## config.mk

```make
export PLATFORM = sky130hd
export DESIGN_NAME = stream_arbiter_qos_aging_flat
export DESIGN_NICKNAME = d
export VERILOG_FILES = /design/src/rtl/stream_arbiter_qos_aging_if.sv /design/src/rtl/stream_arbiter_qos_aging.sv /design/src/flat_wrapper.sv
export SDC_FILE = /design/constraint.sdc
export NUM_CORES = 1
export LEC_CHECK = 0
export BUFFER_PORTS_ARGS = -buffer_cell sky130_fd_sc_hd__buf_2
export CAP_MARGIN = 0
export CORE_MARGIN = 5
export CORE_UTILIZATION = 45
export DETAILED_ROUTE_END_ITERATION = 6
export PLACE_DENSITY = 0.81
export SYNTH_ARGS = -nofsm -noshare
export SYNTH_HDL_FRONTEND = slang
export SYNTH_SLANG_ARGS = --single-unit
```

## constraint.sdc

```tcl
create_clock -name clk -period 6.6 [get_ports clk]
set_clock_uncertainty 0.1 [all_clocks]
set_input_delay 1.32 -clock clk [delete_from_list [all_inputs] [get_ports clk]]
set_output_delay 1.32 -clock clk [all_outputs]
set_load 0.01 [all_outputs]
```

## src/rtl/stream_arbiter_qos_aging_if.sv

```systemverilog
// Stream bundle for stream_arbiter_qos_aging: N producer streams in, one sink stream out.
// Modports:
//   master - the arbiter: consumes s_* payload/valid and m_ready_in, drives s_ready_out and m_*.
//   slave  - the environment: drives producer streams and downstream ready, observes the rest.
// Per-stream signals are packed arrays indexed by stream number.
interface stream_arbiter_qos_aging_if #(
  parameter int unsigned T_DATA_WIDTH = 8,
  parameter int unsigned T_QOS__WIDTH = 4,
  parameter int unsigned STREAM_COUNT = 4,
  parameter int unsigned T_ID___WIDTH = $clog2(STREAM_COUNT)
);
  logic [STREAM_COUNT-1:0][T_DATA_WIDTH-1:0] s_data_in;
  logic [STREAM_COUNT-1:0][T_QOS__WIDTH-1:0] s_qos_in;
  logic [STREAM_COUNT-1:0]                   s_last_in;
  logic [STREAM_COUNT-1:0]                   s_valid_in;
  logic [STREAM_COUNT-1:0]                   s_ready_out;
  logic [T_DATA_WIDTH-1:0]                   m_data_out;
  logic [T_QOS__WIDTH-1:0]                   m_qos_out;
  logic [T_ID___WIDTH-1:0]                   m_id_out;
  logic                                      m_last_out;
  logic                                      m_valid_out;
  logic                                      m_ready_in;

  modport master (
    input  s_data_in, s_qos_in, s_last_in, s_valid_in, m_ready_in,
    output s_ready_out, m_data_out, m_qos_out, m_id_out, m_last_out, m_valid_out
  );

  modport slave (
    output s_data_in, s_qos_in, s_last_in, s_valid_in, m_ready_in,
    input  s_ready_out, m_data_out, m_qos_out, m_id_out, m_last_out, m_valid_out
  );
endinterface

```

## src/rtl/stream_arbiter_qos_aging.sv

```systemverilog
// Packet-level N:1 stream arbiter with QoS priority, round-robin tie-break and optional
// anti-starvation aging.
// Ports:
//   clk    - clock
//   rst_n  - asynchronous active-low reset
//   bus    - stream_arbiter_qos_aging_if.master: s_data/qos/last/valid_in, s_ready_out,
//            m_data/qos/id/last/valid_out, m_ready_in
// Operation: IDLE picks a winner (urgent > higher QoS > round-robin from rr_ptr) and latches
// its id and QoS; BUSY passes the granted stream through with zero latency until the last
// beat handshakes, then returns to IDLE (one bubble cycle per packet).
// Optional macro STREAM_ARB_AGING_EN: builds per-stream wait counters; a stream that has lost
// AGE_LIMIT arbitrations becomes urgent. Without it, selection is QoS then round-robin only.
module stream_arbiter_qos_aging #(
  parameter int unsigned T_DATA_WIDTH = 8,
  parameter int unsigned T_QOS__WIDTH = 4,
  parameter int unsigned STREAM_COUNT = 4,
  parameter int unsigned T_ID___WIDTH = $clog2(STREAM_COUNT),
  parameter int unsigned AGE_WIDTH    = 4,
  parameter int unsigned AGE_LIMIT    = 8
) (
  input logic                          clk,
  input logic                          rst_n,
  stream_arbiter_qos_aging_if.master   bus
);

  localparam int unsigned KeyW = T_QOS__WIDTH + 1;
  localparam int unsigned IdxW = T_ID___WIDTH + 1;

  typedef enum logic [0:0] {StIdle, StBusy} state_e;

  state_e                  r_state;
  logic [T_ID___WIDTH-1:0] r_grant;
  logic [T_ID___WIDTH-1:0] r_rr_ptr;
  logic [T_QOS__WIDTH-1:0] r_qos;

  logic [STREAM_COUNT-1:0] w_urgent;
  logic [T_ID___WIDTH-1:0] w_winner;
  logic [T_ID___WIDTH-1:0] w_next_ptr;
  logic [T_ID___WIDTH-1:0] w_sel;
  logic [IdxW-1:0]         w_idx;
  logic [KeyW-1:0]         w_key;
  logic [KeyW-1:0]         w_best_key;
  logic                    w_found;
  logic                    w_any_valid;
  logic                    w_pkt_end;
  logic                    w_arb;

  assign w_any_valid = |bus.s_valid_in;
  assign w_arb       = (r_state == StIdle) && w_any_valid;
  assign w_pkt_end   = (r_state == StBusy) && bus.s_valid_in[r_grant] && bus.m_ready_in &&
                       bus.s_last_in[r_grant];
  assign w_next_ptr  = (r_grant == T_ID___WIDTH'(STREAM_COUNT - 1)) ? '0 : r_grant + 1'b1;

  // Scan from rr_ptr with wrap; only a strictly larger {urgent, qos} key displaces the current
  // pick, so the first stream in scan order wins a tie. Indices >= STREAM_COUNT never appear.
  always_comb begin
    w_found    = 1'b0;
    w_best_key = '0;
    w_winner   = '0;
    w_idx      = '0;
    w_sel      = '0;
    w_key      = '0;
    for (int k = 0; k < STREAM_COUNT; k++) begin
      w_idx = {1'b0, r_rr_ptr} + IdxW'(k);
      if (w_idx >= IdxW'(STREAM_COUNT)) begin
        w_idx = w_idx - IdxW'(STREAM_COUNT);
      end
      w_sel = w_idx[T_ID___WIDTH-1:0];
      w_key = {w_urgent[w_sel], bus.s_qos_in[w_sel]};
      if (bus.s_valid_in[w_sel] && (!w_found || (w_key > w_best_key))) begin
        w_found    = 1'b1;
        w_best_key = w_key;
        w_winner   = w_sel;
      end
    end
  end

  always_ff @(posedge clk or negedge rst_n) begin
    if (!rst_n) begin
      r_state  <= StIdle;
      r_grant  <= '0;
      r_qos    <= '0;
      r_rr_ptr <= '0;
    end else begin
      case (r_state)
        StIdle: begin
          if (w_any_valid) begin
            r_state <= StBusy;
            r_grant <= w_winner;
            r_qos   <= bus.s_qos_in[w_winner];
          end
        end
        StBusy: begin
          if (w_pkt_end) begin
            r_state  <= StIdle;
            r_rr_ptr <= w_next_ptr;
          end
        end
        default: r_state <= StIdle;
      endcase
    end
  end

  // Zero-latency passthrough of the granted stream; id and QoS are the latched values.
  always_comb begin
    bus.s_ready_out = '0;
    bus.m_data_out  = '0;
    bus.m_last_out  = 1'b0;
    bus.m_valid_out = 1'b0;
    if (r_state == StBusy) begin
      bus.m_data_out           = bus.s_data_in[r_grant];
      bus.m_last_out           = bus.s_last_in[r_grant];
      bus.m_valid_out          = bus.s_valid_in[r_grant];
      bus.s_ready_out[r_grant] = bus.m_ready_in;
    end
  end

  assign bus.m_id_out  = r_grant;
  assign bus.m_qos_out = r_qos;

`ifdef STREAM_ARB_AGING_EN
  localparam logic [AGE_WIDTH-1:0] AgeMax   = '1;
  localparam logic [AGE_WIDTH-1:0] AgeLimit = AGE_WIDTH'(AGE_LIMIT);

  logic [STREAM_COUNT-1:0][AGE_WIDTH-1:0] r_age;

  always_comb begin
    w_urgent = '0;
    for (int i = 0; i < STREAM_COUNT; i++) begin
      w_urgent[i] = (r_age[i] >= AgeLimit);
    end
  end

  // Ages move only on an arbitration: winner clears, waiting losers count up and saturate.
  always_ff @(posedge clk or negedge rst_n) begin
    if (!rst_n) begin
      r_age <= '0;
    end else if (w_arb) begin
      for (int i = 0; i < STREAM_COUNT; i++) begin
        if (T_ID___WIDTH'(i) == w_winner) begin
          r_age[i] <= '0;
        end else if (bus.s_valid_in[i] && (r_age[i] != AgeMax)) begin
          r_age[i] <= r_age[i] + 1'b1;
        end
      end
    end
  end
`else
  assign w_urgent = '0;

  // Aging parameters are accepted so both builds share one instantiation; nothing is built.
  if ((AGE_WIDTH == 0) && (AGE_LIMIT == 0)) begin : g_age_params_unused
  end
`endif

endmodule
```

## src/flat_wrapper.sv

```systemverilog
// flat-port wrapper written by rule: the top's interface ports become plain ports
module stream_arbiter_qos_aging_flat 
#(
  parameter int unsigned T_DATA_WIDTH = 8,
  parameter int unsigned T_QOS__WIDTH = 4,
  parameter int unsigned STREAM_COUNT = 4,
  parameter int unsigned T_ID___WIDTH = $clog2(STREAM_COUNT),
  parameter int unsigned AGE_WIDTH    = 4,
  parameter int unsigned AGE_LIMIT    = 8
)
  (clk, rst_n, bus_s_data_in, bus_s_qos_in, bus_s_last_in, bus_s_valid_in, bus_m_ready_in, bus_s_ready_out, bus_m_data_out, bus_m_qos_out, bus_m_id_out, bus_m_last_out, bus_m_valid_out);
  stream_arbiter_qos_aging_if #(.T_DATA_WIDTH(T_DATA_WIDTH), .T_QOS__WIDTH(T_QOS__WIDTH), .STREAM_COUNT(STREAM_COUNT), .T_ID___WIDTH(T_ID___WIDTH)) bus_i ();
  input logic clk;
  input logic rst_n;
  input wire logic [$bits(bus_i.s_data_in)-1:0] bus_s_data_in;
  input wire logic [$bits(bus_i.s_qos_in)-1:0] bus_s_qos_in;
  input wire logic [$bits(bus_i.s_last_in)-1:0] bus_s_last_in;
  input wire logic [$bits(bus_i.s_valid_in)-1:0] bus_s_valid_in;
  input wire logic [$bits(bus_i.m_ready_in)-1:0] bus_m_ready_in;
  output wire logic [$bits(bus_i.s_ready_out)-1:0] bus_s_ready_out;
  output wire logic [$bits(bus_i.m_data_out)-1:0] bus_m_data_out;
  output wire logic [$bits(bus_i.m_qos_out)-1:0] bus_m_qos_out;
  output wire logic [$bits(bus_i.m_id_out)-1:0] bus_m_id_out;
  output wire logic [$bits(bus_i.m_last_out)-1:0] bus_m_last_out;
  output wire logic [$bits(bus_i.m_valid_out)-1:0] bus_m_valid_out;
  assign bus_i.s_data_in = bus_s_data_in;
  assign bus_i.s_qos_in = bus_s_qos_in;
  assign bus_i.s_last_in = bus_s_last_in;
  assign bus_i.s_valid_in = bus_s_valid_in;
  assign bus_i.m_ready_in = bus_m_ready_in;
  assign bus_s_ready_out = bus_i.s_ready_out;
  assign bus_m_data_out = bus_i.m_data_out;
  assign bus_m_qos_out = bus_i.m_qos_out;
  assign bus_m_id_out = bus_i.m_id_out;
  assign bus_m_last_out = bus_i.m_last_out;
  assign bus_m_valid_out = bus_i.m_valid_out;
  stream_arbiter_qos_aging #(.T_DATA_WIDTH(T_DATA_WIDTH), .T_QOS__WIDTH(T_QOS__WIDTH), .STREAM_COUNT(STREAM_COUNT), .T_ID___WIDTH(T_ID___WIDTH), .AGE_WIDTH(AGE_WIDTH), .AGE_LIMIT(AGE_LIMIT)) u_core (.clk(clk), .rst_n(rst_n), .bus(bus_i));
endmodule
```

==> impl_metrics.env, run 1 <==
export IMPL_dp_final_hpwl_mm=4.75
export IMPL_tightest_slew_ns=0.735
export IMPL_final_setup_viol_count=0
export IMPL_number_of_enable_type_register_cells_in_the_synthesized_netlist=0
export IMPL_timing_final_hold_violations=0
export IMPL_worst_endpoint_required_ns=6.61
export IMPL_drt_iter0_drc=102
export IMPL_fp_coreArea_um2=4410
export IMPL_postSynthNetCount=298
export IMPL_timing_critical_path_arrival_ns=6.18
export IMPL_layout_cells_most_common_list="sky130_fd_sc_hd__buf_2 (78), sky130_fd_sc_hd__nand2_1 (35), sky130_fd_sc_hd__mux2i_1 (19)"
export IMPL_fp_row_count=24
export IMPL_post_synthesis_cell_area_um2=2080
export IMPL_power_share_sequential=0.091
export IMPL_synthArstFlopShare=1.00
export IMPL_place_gp_congestion=0.931
export IMPL_number_of_global_route_vias_before_repair=2046
export IMPL_crit_type="input port to register"
export IMPL_critPathLaunchType="input port"
export IMPL_worst_skew_pair_late_latency_ns=0.24
export IMPL_num_nets_final=375
export IMPL_grt_total_usage=0.186
export IMPL_horizontal_extent_of_the_die_um=78.0
export IMPL_die_h_um=78.0
export IMPL_clk_pin_slew_ns=0.04
export IMPL_layout_core_utilization=0.578
export IMPL_antennaDiodeCount=0
export IMPL_power_leakage_nw=1.25
export IMPL_area_delta_synth_final_pct=22.7
export IMPL_antenna_violating_nets_post_route=0
export IMPL_initial_utilization=0.471
export IMPL_number_of_antenna_violations_at_the_first_check_in_global_routing=0
export IMPL_crit_fanout=9
export IMPL_final_clock_period_utilization_by_the_worst_path=0.936
export IMPL_drt_total_wl_mm=5.72
export IMPL_cts_sinks=9
export IMPL_global_route_overflow_total=0
export IMPL_power_clock_fraction=0.042
export IMPL_timing_hold_worst_class="register to register"
export IMPL_remaining_drc_errors=0
export IMPL_status="complete, no violations"
export IMPL_layout_drive_gt1_share=0.462
export IMPL_netlist_instances=223
export IMPL_setup_tns_final_ns=0
export IMPL_design_power_total_mw=1.57
export IMPL_slew_limit_headroom=0.510
export IMPL_critical_path_endpoint_category="register"
export IMPL_cts_root_buffer="sky130_fd_sc_hd__clkbuf_8"
export IMPL_vias_per_cell=5.99
export IMPL_syn_area_per_cell_um2=9.33
export IMPL_dr_pass1_iters=4
export IMPL_wire_per_inst_um=16.3
export IMPL_power_share_switching=0.499
export IMPL_power_per_cell_area_nw_per_um2=614
export IMPL_maximum_vdd_ir_drop_mv=0.261
export IMPL_fin_crit_ns=6.17
export IMPL_synth_yosys_seq_area_share=0.108
export IMPL_ys_flop_type="sky130_fd_sc_hd__dfrtp_1"
export IMPL_ys_ff_latch=9
export IMPL_grt_max_degree=32
export IMPL_via_count=2101
export IMPL_layout_filler_cell_count=394
export IMPL_post_synth_num_cell_types=57
export IMPL_maxCapViolCount=0
export IMPL_power_switching_mw=0.782
export IMPL_yosys_warnings=0
export IMPL_final_cells=351
export IMPL_clock_path_buffers=2
export IMPL_io_pins=79
export IMPL_place_detailed_instances=347
export IMPL_port_buffers=78
export IMPL_timing_final_max_slew_violations=0
export IMPL_grt_pass1_wl_mm=9.40
export IMPL_comb_power_share=0.868
export IMPL_layout_cells_most_common="sky130_fd_sc_hd__buf_2"
export IMPL_fmax_mhz=162
export IMPL_cell_internal_pwr_mw=0.783
export IMPL_cts_made_buffers=3
export IMPL_cts_tree="done"
export IMPL_fp_dieArea_um2=6080
export IMPL_cts_max_level=1
-- layout make-up --
| type | instances | area [um^2] | share of cell area |
|---|---|---|---|
| Clock buffer | 4 | 45.0 | 0.0177 |
| Inverter | 8 | 30.0 | 0.0118 |
| Tap cell | 52 | 65.1 | 0.0255 |
| Timing Repair Buffer | 88 | 465 | 0.182 |
| Multi-Input combinational cell | 190 | 1720 | 0.674 |
| Sequential cell | 9 | 225 | 0.0883 |
-- critical path: stages --
cell and delay [ns]:
sky130_fd_sc_hd__buf_2 0.10, sky130_fd_sc_hd__mux2_2 0.30, sky130_fd_sc_hd__nand2_1 0.08, sky130_fd_sc_hd__nand2_1 0.12
sky130_fd_sc_hd__o211a_1 0.16, sky130_fd_sc_hd__inv_1 0.06, sky130_fd_sc_hd__ha_1 0.25, sky130_fd_sc_hd__a21oi_1 0.16
sky130_fd_sc_hd__nand3_1 0.11, sky130_fd_sc_hd__a21oi_1 0.19, sky130_fd_sc_hd__or2_4 0.20, sky130_fd_sc_hd__mux2i_1 0.24
sky130_fd_sc_hd__ha_1 0.29, sky130_fd_sc_hd__and4_2 0.26, sky130_fd_sc_hd__o21ai_2 0.12, sky130_fd_sc_hd__nand2_1 0.15
sky130_fd_sc_hd__nand2_1 0.09, sky130_fd_sc_hd__o21ai_1 0.06, sky130_fd_sc_hd__ha_1 0.33, sky130_fd_sc_hd__a21oi_1 0.16
sky130_fd_sc_hd__nand3_1 0.14, sky130_fd_sc_hd__a211o_4 0.38, sky130_fd_sc_hd__and3_1 0.19, sky130_fd_sc_hd__a211oi_2 0.20
sky130_fd_sc_hd__buf_4 0.22, sky130_fd_sc_hd__mux2i_1 0.20, sky130_fd_sc_hd__o221ai_1 0.13
-- synthesized netlist by cell type, types with 2 or more instances --
cell type,n,share of area
sky130_fd_sc_hd__nand2_1,35,0.063
sky130_fd_sc_hd__mux2i_1,20,0.096
sky130_fd_sc_hd__ha_1,16,0.096
sky130_fd_sc_hd__mux4_2,16,0.17
sky130_fd_sc_hd__and2_1,10,0.030
sky130_fd_sc_hd__nand3_1,10,0.024
sky130_fd_sc_hd__dfrtp_1,9,0.11
sky130_fd_sc_hd__inv_1,8,0.014
sky130_fd_sc_hd__mux2_2,7,0.038
sky130_fd_sc_hd__and3_1,5,0.015
sky130_fd_sc_hd__buf_2,5,0.012
sky130_fd_sc_hd__nor2_1,5,0.0090
sky130_fd_sc_hd__o21ai_1,5,0.012
sky130_fd_sc_hd__a21oi_1,4,0.0096
sky130_fd_sc_hd__buf_6,4,0.022
sky130_fd_sc_hd__clkbuf_1,4,0.0072
sky130_fd_sc_hd__o211a_1,4,0.019
sky130_fd_sc_hd__o21ai_0,4,0.0096
sky130_fd_sc_hd__o221ai_1,4,0.017
sky130_fd_sc_hd__mux2_4,3,0.022
sky130_fd_sc_hd__nand4b_1,3,0.013
sky130_fd_sc_hd__o21a_1,3,0.011
sky130_fd_sc_hd__a211oi_1,2,0.0072
sky130_fd_sc_hd__a211oi_2,2,0.012
sky130_fd_sc_hd__nand4_1,2,0.0060
sky130_fd_sc_hd__nor3_1,2,0.0048
-- stage by stage --
| step | worst slack, ns | hold slack (ns) | area [um^2] |
|---|---|---|---|
| finish | 0.425 | 0.384 | 2550 |
| global route | -0.00599 | 0.402 | 2550 |
| CTS | 0.375 | 0.388 | 2540 |
| detailed placement | 0.122 | 0.370 | 2500 |
| global placement | 0.244 | 0.375 | 2500 |
| floorplan | 0.295 | 0.419 | 2080 |
-- cell families (layout without fill, tap and decap cells) --
group / count (synthesis) / in the layout / synth area share
and+or+nand+nor: 83 / 83 / 0.209
muxes: 47 / 47 / 0.335
AOI/OAI and AO/OA: 44 / 44 / 0.185
buffers and inverters: 24 / 100 / 0.0674
adders and majority gates: 16 / 16 / 0.0963
DFF: 9 / 9 / 0.108
-- flip-flops by register name (all words and copies together), names as in the netlist --
signal,cells
u_core.bus.m_id_out,2
u_core.bus.m_qos_out,4
u_core.r_rr_ptr,2
u_core.r_state,1
-- routing by layer --
layer,GRT usage,vias up,share of wire
li1,-,1010,-
met1,0.239,1006,0.41
met2,0.313,72,0.50
met3,0.0451,13,0.074
met4,0.0473,0,0.014
met5,0,-,0
-- path summary, 6_finish.rpt --
kind	start	endpoint	slack, ns	depth (start not counted)
worst max-delay path	bus_s_valid_in[1]	u_core.bus.m_qos_out[3]$_DFFE_PN0P_	0.43	27
worst min-delay path	u_core.bus.m_qos_out[3]$_DFFE_PN0P_	u_core.bus.m_qos_out[3]$_DFFE_PN0P_	0.38	2
worst max register to register	u_core.r_rr_ptr[0]$_DFFE_PN0P_	u_core.bus.m_qos_out[3]$_DFFE_PN0P_	0.69	25
worst min register to register	u_core.bus.m_qos_out[3]$_DFFE_PN0P_	u_core.bus.m_qos_out[3]$_DFFE_PN0P_	0.38	2
max in group asynchronous	rst_n	u_core.r_rr_ptr[1]$_DFFE_PN0P_	5.41	1
min in group asynchronous	rst_n	u_core.bus.m_qos_out[3]$_DFFE_PN0P_	0.82	1
-- what timing repair did --
| item | in CTS | in global routing |
|---|---|---|
| gates resized for setup | 0 | 2 |
| buffers inserted | 0 | 0 |
| hold buffers | 0 | 0 |
| setup endpoints to repair | 0 | 4 |
-- power by group through the flow --
stage	logic, mW	clock network, mW	registers, mW
after floorplan	1.08	0	0.118
after global placement	1.29	0	0.142
after detailed placement	1.33	0	0.144
after CTS	1.34	0.0666	0.143
after global routing	1.49	0.0700	0.152
final	1.36	0.0652	0.142
(Power assumes the default switching activity.)
==> inputs of run 2 (changes only) <==
--- a/config.mk
+++ b/config.mk
@@ -5,12 +5,13 @@
 export SDC_FILE = /design/constraint.sdc
 export NUM_CORES = 1
 export LEC_CHECK = 0
+export ABC_AREA = 1
 export BUFFER_PORTS_ARGS = -buffer_cell sky130_fd_sc_hd__buf_2
 export CAP_MARGIN = 0
 export CORE_MARGIN = 5
 export CORE_UTILIZATION = 45
 export DETAILED_ROUTE_END_ITERATION = 6
-export PLACE_DENSITY = 0.81
+export PLACE_DENSITY = 0.82
 export SYNTH_ARGS = -nofsm -noshare
 export SYNTH_HDL_FRONTEND = slang
 export SYNTH_SLANG_ARGS = --single-unit
==> impl_metrics.env, run 2 <==
export IMPL_worst_skew_pair_late_latency_ns=0.24
export IMPL_setup_tns_final_ns=0
export IMPL_slew_limit_headroom=0.509
export IMPL_dp_final_hpwl_mm=4.75
export IMPL_clk_pin_slew_ns=0.04
export IMPL_setup_worst_path_start="bus_s_qos_in[2]"
export IMPL_timing_critical_path_slowest_cell_delay_ns=0.35
export IMPL_reg2reg_slack_ns=1.03
export IMPL_fp_dieArea_um2=5770
export IMPL_fp_row_count=24
export IMPL_dr_pass1_iters=4
export IMPL_rr_endpoint="u_core.bus.m_qos_out[1]$_DFFE_PN0P_"
export IMPL_fin_crit_ns=5.76
export IMPL_cts_post_setup_buffers_inserted=0
export IMPL_initial_utilization=0.456
export IMPL_cp_slowest_cell="sky130_fd_sc_hd__ha_1"
export IMPL_register_area_um2=225
export IMPL_netlist_instances=362
export IMPL_critPathLaunchType="input port"
export IMPL_place_gp_congestion=0.907
export IMPL_endpoint="u_core.bus.m_qos_out[1]$_DFFE_PN0P_"
export IMPL_post_synth_num_cell_types=26
export IMPL_timing_final_max_slew_violations=0
export IMPL_wire_per_inst_um=12.2
export IMPL_timing_hold_ws_ns=0.393
export IMPL_preCtsSetupSlack_ns=0.658
export IMPL_die_h_um=76.0
export IMPL_global_route_overflow_total=0
export IMPL_synth_yosys_seq_area_share=0.115
export IMPL_layout_cells_most_common_list="sky130_fd_sc_hd__nand2_1 (112), sky130_fd_sc_hd__buf_2 (78), sky130_fd_sc_hd__o21ai_0 (62)"
export IMPL_timing_hold_worst_class="register to register"
export IMPL_post_cts_resized=0
export IMPL_post_synthesis_cell_area_um2=1960
export IMPL_via_count=2427
export IMPL_antennaDiodeCount=0
export IMPL_critical_path_endpoint_category="register"
export IMPL_fmax_mhz=174
export IMPL_cts_made_buffers=3
export IMPL_drt_iter0_drc=133
export IMPL_cts_tree="done"
export IMPL_num_nets_final=503
export IMPL_synth_top_cell_by_area="sky130_fd_sc_hd__nand2_1"
export IMPL_remaining_drc_errors=0
export IMPL_worst_endpoint_required_ns=6.63
export IMPL_maxCapViolCount=0
export IMPL_antenna_violating_nets_post_route=0
export IMPL_layout_filler_cell_count=458
export IMPL_syn_area_per_cell_um2=5.41
export IMPL_tightest_slew_ns=0.736
export IMPL_fp_coreArea_um2=4290
export IMPL_cts_root_buffer="sky130_fd_sc_hd__clkbuf_8"
export IMPL_area_delta_synth_final_pct=20.3
export IMPL_fin_ws_ns=0.836
export IMPL_ctsHoldBuffers=0
export IMPL_ys_top_cells_by_area="sky130_fd_sc_hd__nand2_1 (21%), sky130_fd_sc_hd__o21ai_0 (16%), sky130_fd_sc_hd__dfrtp_1 (12%)"
export IMPL_drt_total_wl_mm=5.83
export IMPL_horizontal_extent_of_the_die_um=76.0
export IMPL_io_pins=79
export IMPL_timing_final_hold_violations=0
export IMPL_cts_sinks=9
export IMPL_layout_cells_most_common="sky130_fd_sc_hd__nand2_1"
export IMPL_layout_drive_gt1_share=0.225
export IMPL_vias_per_cell=5.07
export IMPL_ys_ff_latch=9
export IMPL_netlist_top_cells_count="sky130_fd_sc_hd__nand2_1 (112), sky130_fd_sc_hd__o21ai_0 (62), sky130_fd_sc_hd__nor2_1 (45), sky130_fd_sc_hd__inv_1 (34), sky130_fd_sc_hd__nand3_1 (23)"
export IMPL_port_buffers=78
export IMPL_yosys_warnings=0
export IMPL_layout_core_utilization=0.549
export IMPL_crit_type="input port to register"
export IMPL_number_of_antenna_violations_at_the_first_check_in_global_routing=0
export IMPL_final_clock_period_utilization_by_the_worst_path=0.873
export IMPL_timing_critical_path_arrival_ns=5.79
export IMPL_hp_start="u_core.bus.m_qos_out[1]$_DFFE_PN0P_"
export IMPL_postSynthNetCount=437
export IMPL_clock_path_buffers=2
export IMPL_crit_path_frequent_cell="sky130_fd_sc_hd__nand2_1"
export IMPL_grt_total_usage=0.187
export IMPL_status="complete, no violations"
export IMPL_worst_r2r_path_depth=35
export IMPL_ys_flop_type="sky130_fd_sc_hd__dfrtp_1"
export IMPL_crit_fanout=12
export IMPL_synthArstFlopShare=1.00
export IMPL_multi_input_comb_area_um2=1480
export IMPL_synthMostInstantiatedCell="sky130_fd_sc_hd__nand2_1"
export IMPL_final_setup_viol_count=0
export IMPL_grt_max_degree=31
export IMPL_synth_top_cell_area_share=0.215
export IMPL_cts_max_level=1
export IMPL_grt_pass1_wl_mm=9.49
export IMPL_number_of_enable_type_register_cells_in_the_synthesized_netlist=0
export IMPL_largest_register_ffs=4
export IMPL_rr_startpoint="u_core.r_rr_ptr[1]$_DFFE_PN0P_"
export IMPL_number_of_global_route_vias_before_repair=2207
export IMPL_rsz_0062_raised_after_global_routing="false"
==> run 2: cell types whose count changed after synthesis, sizes merged, moves of 5 or more <==
cell    before  now
nand3       11   24
nor2         5   45
o21ai       10   65
a21oi        5   15
nand2       35  121
clkbuf       6   11
mux2i       20    2
mux2        11    0
and2        10    0
mux4        16    0
inv          8   37
and3         6    0
==> run 2: metrics by stage <==
step | instance area [um^2] | std cells
detailed placement | 2310 | 475
global placement | 2310 | 475
CTS | 2360 | 479
finish | 2360 | 479
global route | 2360 | 479
floorplan | 1960 | 362
==> run 2: cell families after synthesis <==
group,share of synthesized area
compound gates,0.227
fa+ha+maj,0.102
buf+inv,0.128
flops,0.115
mux,0.0102
simple gates,0.417
==> run 2: layout make-up <==
class                   count  area share
inverters                  37      0.0600
well taps                  52      0.0276
flip-flops and latches      9      0.0956
multi-input cells         298       0.629
repair buffers             79       0.169
clock buffers               4      0.0191
==> run 2: how the worst min path moves through the flow <==
stage                                          end  slack [ns]  cells past startpoint
2_1_floorplan  u_core.bus.m_qos_out[1]$_DFFE_PN0P_        0.42                      2
3_3_place_gp   u_core.bus.m_qos_out[1]$_DFFE_PN0P_        0.38                      2
3_5_place_dp   u_core.bus.m_qos_out[1]$_DFFE_PN0P_        0.38                      2
4_1_cts        u_core.bus.m_qos_out[1]$_DFFE_PN0P_        0.39                      2
5_1_grt        u_core.bus.m_qos_out[1]$_DFFE_PN0P_        0.44                      2
6_report       u_core.bus.m_qos_out[1]$_DFFE_PN0P_        0.39                      2
==> run 2: worst max-delay path, delay by kind of cell <==
kind	cells	cell delay [ns]
buffers and inverters	2	0.17
AO/OA/AOI/OAI	8	1.44
adder cells (fa/ha/maj)	3	1.01
AND/OR/NAND/NOR	21	1.85
==> run 2: per-layer routing <==
layer	wire length, um	vias to the layer above	global-route usage
met2	2870	81	0.323
met5	0	-	0
met1	2560	1035	0.240
met4	97	0	0.0587
li1	-	1300	-
met3	293	11	0.0237
Power of run 2 is left out: the tool's default activity adds up to more than one toggle a clock period on the data nets, which glitch-free logic cannot reach.
==> inputs of run 3 (changes only) <==
--- a/config.mk
+++ b/config.mk
@@ -10,6 +10,7 @@
 export CAP_MARGIN = 0
 export CORE_MARGIN = 5
 export CORE_UTILIZATION = 45
+export CTS_BUF_LIST = sky130_fd_sc_hd__clkbuf_4 sky130_fd_sc_hd__clkbuf_8 sky130_fd_sc_hd__clkbuf_16
 export DETAILED_ROUTE_END_ITERATION = 6
 export PLACE_DENSITY = 0.82
 export SYNTH_ARGS = -nofsm -noshare
==> constraint.sdc (replaced) <==
create_clock -name clk -period 6.41 [get_ports clk]
set_clock_uncertainty 0.1 [all_clocks]
set_input_delay 1.282 -clock clk [delete_from_list [all_inputs] [get_ports clk]]
set_output_delay 1.282 -clock clk [all_outputs]
set_load 0.01 [all_outputs]
==> impl_metrics.env, run 3 (synthesis results as in run 2) <==
export IMPL_cts_root_buffer="sky130_fd_sc_hd__clkbuf_8"
export IMPL_worst_skew_pair_late_latency_ns=0.24
export IMPL_io_pins=79
export IMPL_cts_made_buffers=3
export IMPL_cts_tree="done"
export IMPL_die_h_um=76.0
export IMPL_crit_type="input port to register"
export IMPL_crit_path_frequent_cell="sky130_fd_sc_hd__nand2_1"
export IMPL_place_gp_congestion=0.878
export IMPL_dp_final_hpwl_mm=4.69
export IMPL_largest_register_ffs=4
export IMPL_dr_pass1_iters=5
export IMPL_groute_layer_met2_usage=0.330
export IMPL_port_buffers=78
export IMPL_status="complete, no violations"
export IMPL_final_setup_viol_count=0
export IMPL_layout_cells_most_common="sky130_fd_sc_hd__nand2_1"
export IMPL_critPathLaunchType="input port"
export IMPL_drt_iter0_drc=114
export IMPL_crit_fanout=12
export IMPL_grt_pass1_wl_mm=9.54
export IMPL_initial_utilization=0.456
export IMPL_path_delay_family="simple AND/OR/NAND/NOR gates"
export IMPL_cts_max_level=1
export IMPL_tightest_slew_ns=0.726
export IMPL_fmax_mhz=173
export IMPL_drt_total_wl_mm=5.73
export IMPL_fin_crit_ns=5.80
export IMPL_cts_post_setup_buffers_inserted=0
export IMPL_timing_critical_path_arrival_ns=5.82
export IMPL_layout_core_utilization=0.550
export IMPL_layout_drive_gt1_share=0.227
export IMPL_timing_critical_path_slowest_cell_delay_ns=0.33
export IMPL_timing_final_hold_violations=0
export IMPL_layout_filler_cell_count=459
export IMPL_timing_final_max_slew_violations=0
export IMPL_remaining_drc_errors=0
export IMPL_ctsHoldBuffers=0
export IMPL_wire_per_inst_um=12.0
export IMPL_fp_dieArea_um2=5770
export IMPL_final_clock_period_utilization_by_the_worst_path=0.904
export IMPL_rsz_0062_raised_after_global_routing="false"
export IMPL_horizontal_extent_of_the_die_um=76.0
export IMPL_grt_total_usage=0.189
export IMPL_critical_path_endpoint_category="register"
export IMPL_gr_usage_met3=0.0273
export IMPL_setup_tns_final_ns=0
export IMPL_grt_use_met1=0.241
export IMPL_worstPathBufferInverterCount=1
export IMPL_cp_slowest_cell="sky130_fd_sc_hd__ha_1"
export IMPL_num_nets_final=503
export IMPL_clock_path_buffers=2
export IMPL_fp_coreArea_um2=4290
export IMPL_area_delta_synth_final_pct=20.5
export IMPL_clk_pin_slew_ns=0.04
export IMPL_layout_cells_most_common_list="sky130_fd_sc_hd__nand2_1 (112), sky130_fd_sc_hd__buf_2 (78), sky130_fd_sc_hd__o21ai_0 (62)"
export IMPL_cts_sinks=9
export IMPL_grt_busiest_layer="met2"
export IMPL_slew_limit_headroom=0.516
export IMPL_fp_row_count=24
export IMPL_antennaDiodeCount=0
export IMPL_number_of_global_route_vias_before_repair=2201
export IMPL_maxCapViolCount=0
export IMPL_antenna_violating_nets_post_route=0
export IMPL_via_count=2466
export IMPL_vias_per_cell=5.15
export IMPL_post_cts_resized=0
export IMPL_number_of_antenna_violations_at_the_first_check_in_global_routing=0
export IMPL_global_route_overflow_total=0
export IMPL_grt_max_degree=31
export IMPL_worst_endpoint_required_ns=6.43
export IMPL_timing_hold_worst_class="register to register"
run 3: cell types whose count changed in the layout (fill, tap and decap cells not counted):
cell and delta:
sky130_fd_sc_hd__clkbuf_1 -1, sky130_fd_sc_hd__clkbuf_4 +1
run 3: metrics by stage:
step	worst slack, ns	std cells	area (um^2)	hold slack, ns
6_report	0.614	479	2360	0.399
2_1_floorplan	1.14	362	1960	0.416
4_1_cts	0.717	479	2360	0.405
5_1_grt	0.0707	479	2360	0.444
3_5_place_dp	0.529	475	2310	0.370
3_3_place_gp	0.645	475	2310	0.382
run 3: layout make-up:
class	instances	area (um^2)	share of cell area
multi-input combinational	298	1480	0.628
clock buffer	4	48.8	0.0207
sequential	9	225	0.0954
inverter	37	141	0.0599
timing repair buffer	79	398	0.169
tap	52	65.1	0.0276
run 3: final timing paths:
kind                                                      from  depth (start not counted)  slack [ns]                             endpoint
setup / recovery                               bus_s_qos_in[2]                         33        0.61  u_core.bus.m_qos_out[1]$_DFFE_PN0P_
hold / removal             u_core.bus.m_qos_out[0]$_DFFE_PN0P_                          2        0.40  u_core.bus.m_qos_out[0]$_DFFE_PN0P_
setup reg to reg                u_core.r_rr_ptr[1]$_DFFE_PN0P_                         33        0.80  u_core.bus.m_qos_out[1]$_DFFE_PN0P_
hold reg to reg            u_core.bus.m_qos_out[0]$_DFFE_PN0P_                          2        0.40  u_core.bus.m_qos_out[0]$_DFFE_PN0P_
max in group asynchronous                                rst_n                          1        5.25  u_core.bus.m_qos_out[3]$_DFFE_PN0P_
min in group asynchronous                                rst_n                          1        0.79   u_core.bus.m_id_out[0]$_DFFE_PN0P_
run 3: worst min-delay path, stage by stage (launching register included):
cell and delay, ns:
sky130_fd_sc_hd__dfrtp_1 0.33, sky130_fd_sc_hd__nand2_1 0.05, sky130_fd_sc_hd__nand3_1 0.08
run 3: metal layers:
layer,routed length [um],share of wire
met5,0,0
met4,74,0.013
met3,264,0.046
met2,2880,0.50
met1,2510,0.44
Power of run 3 is left out for the same reason.
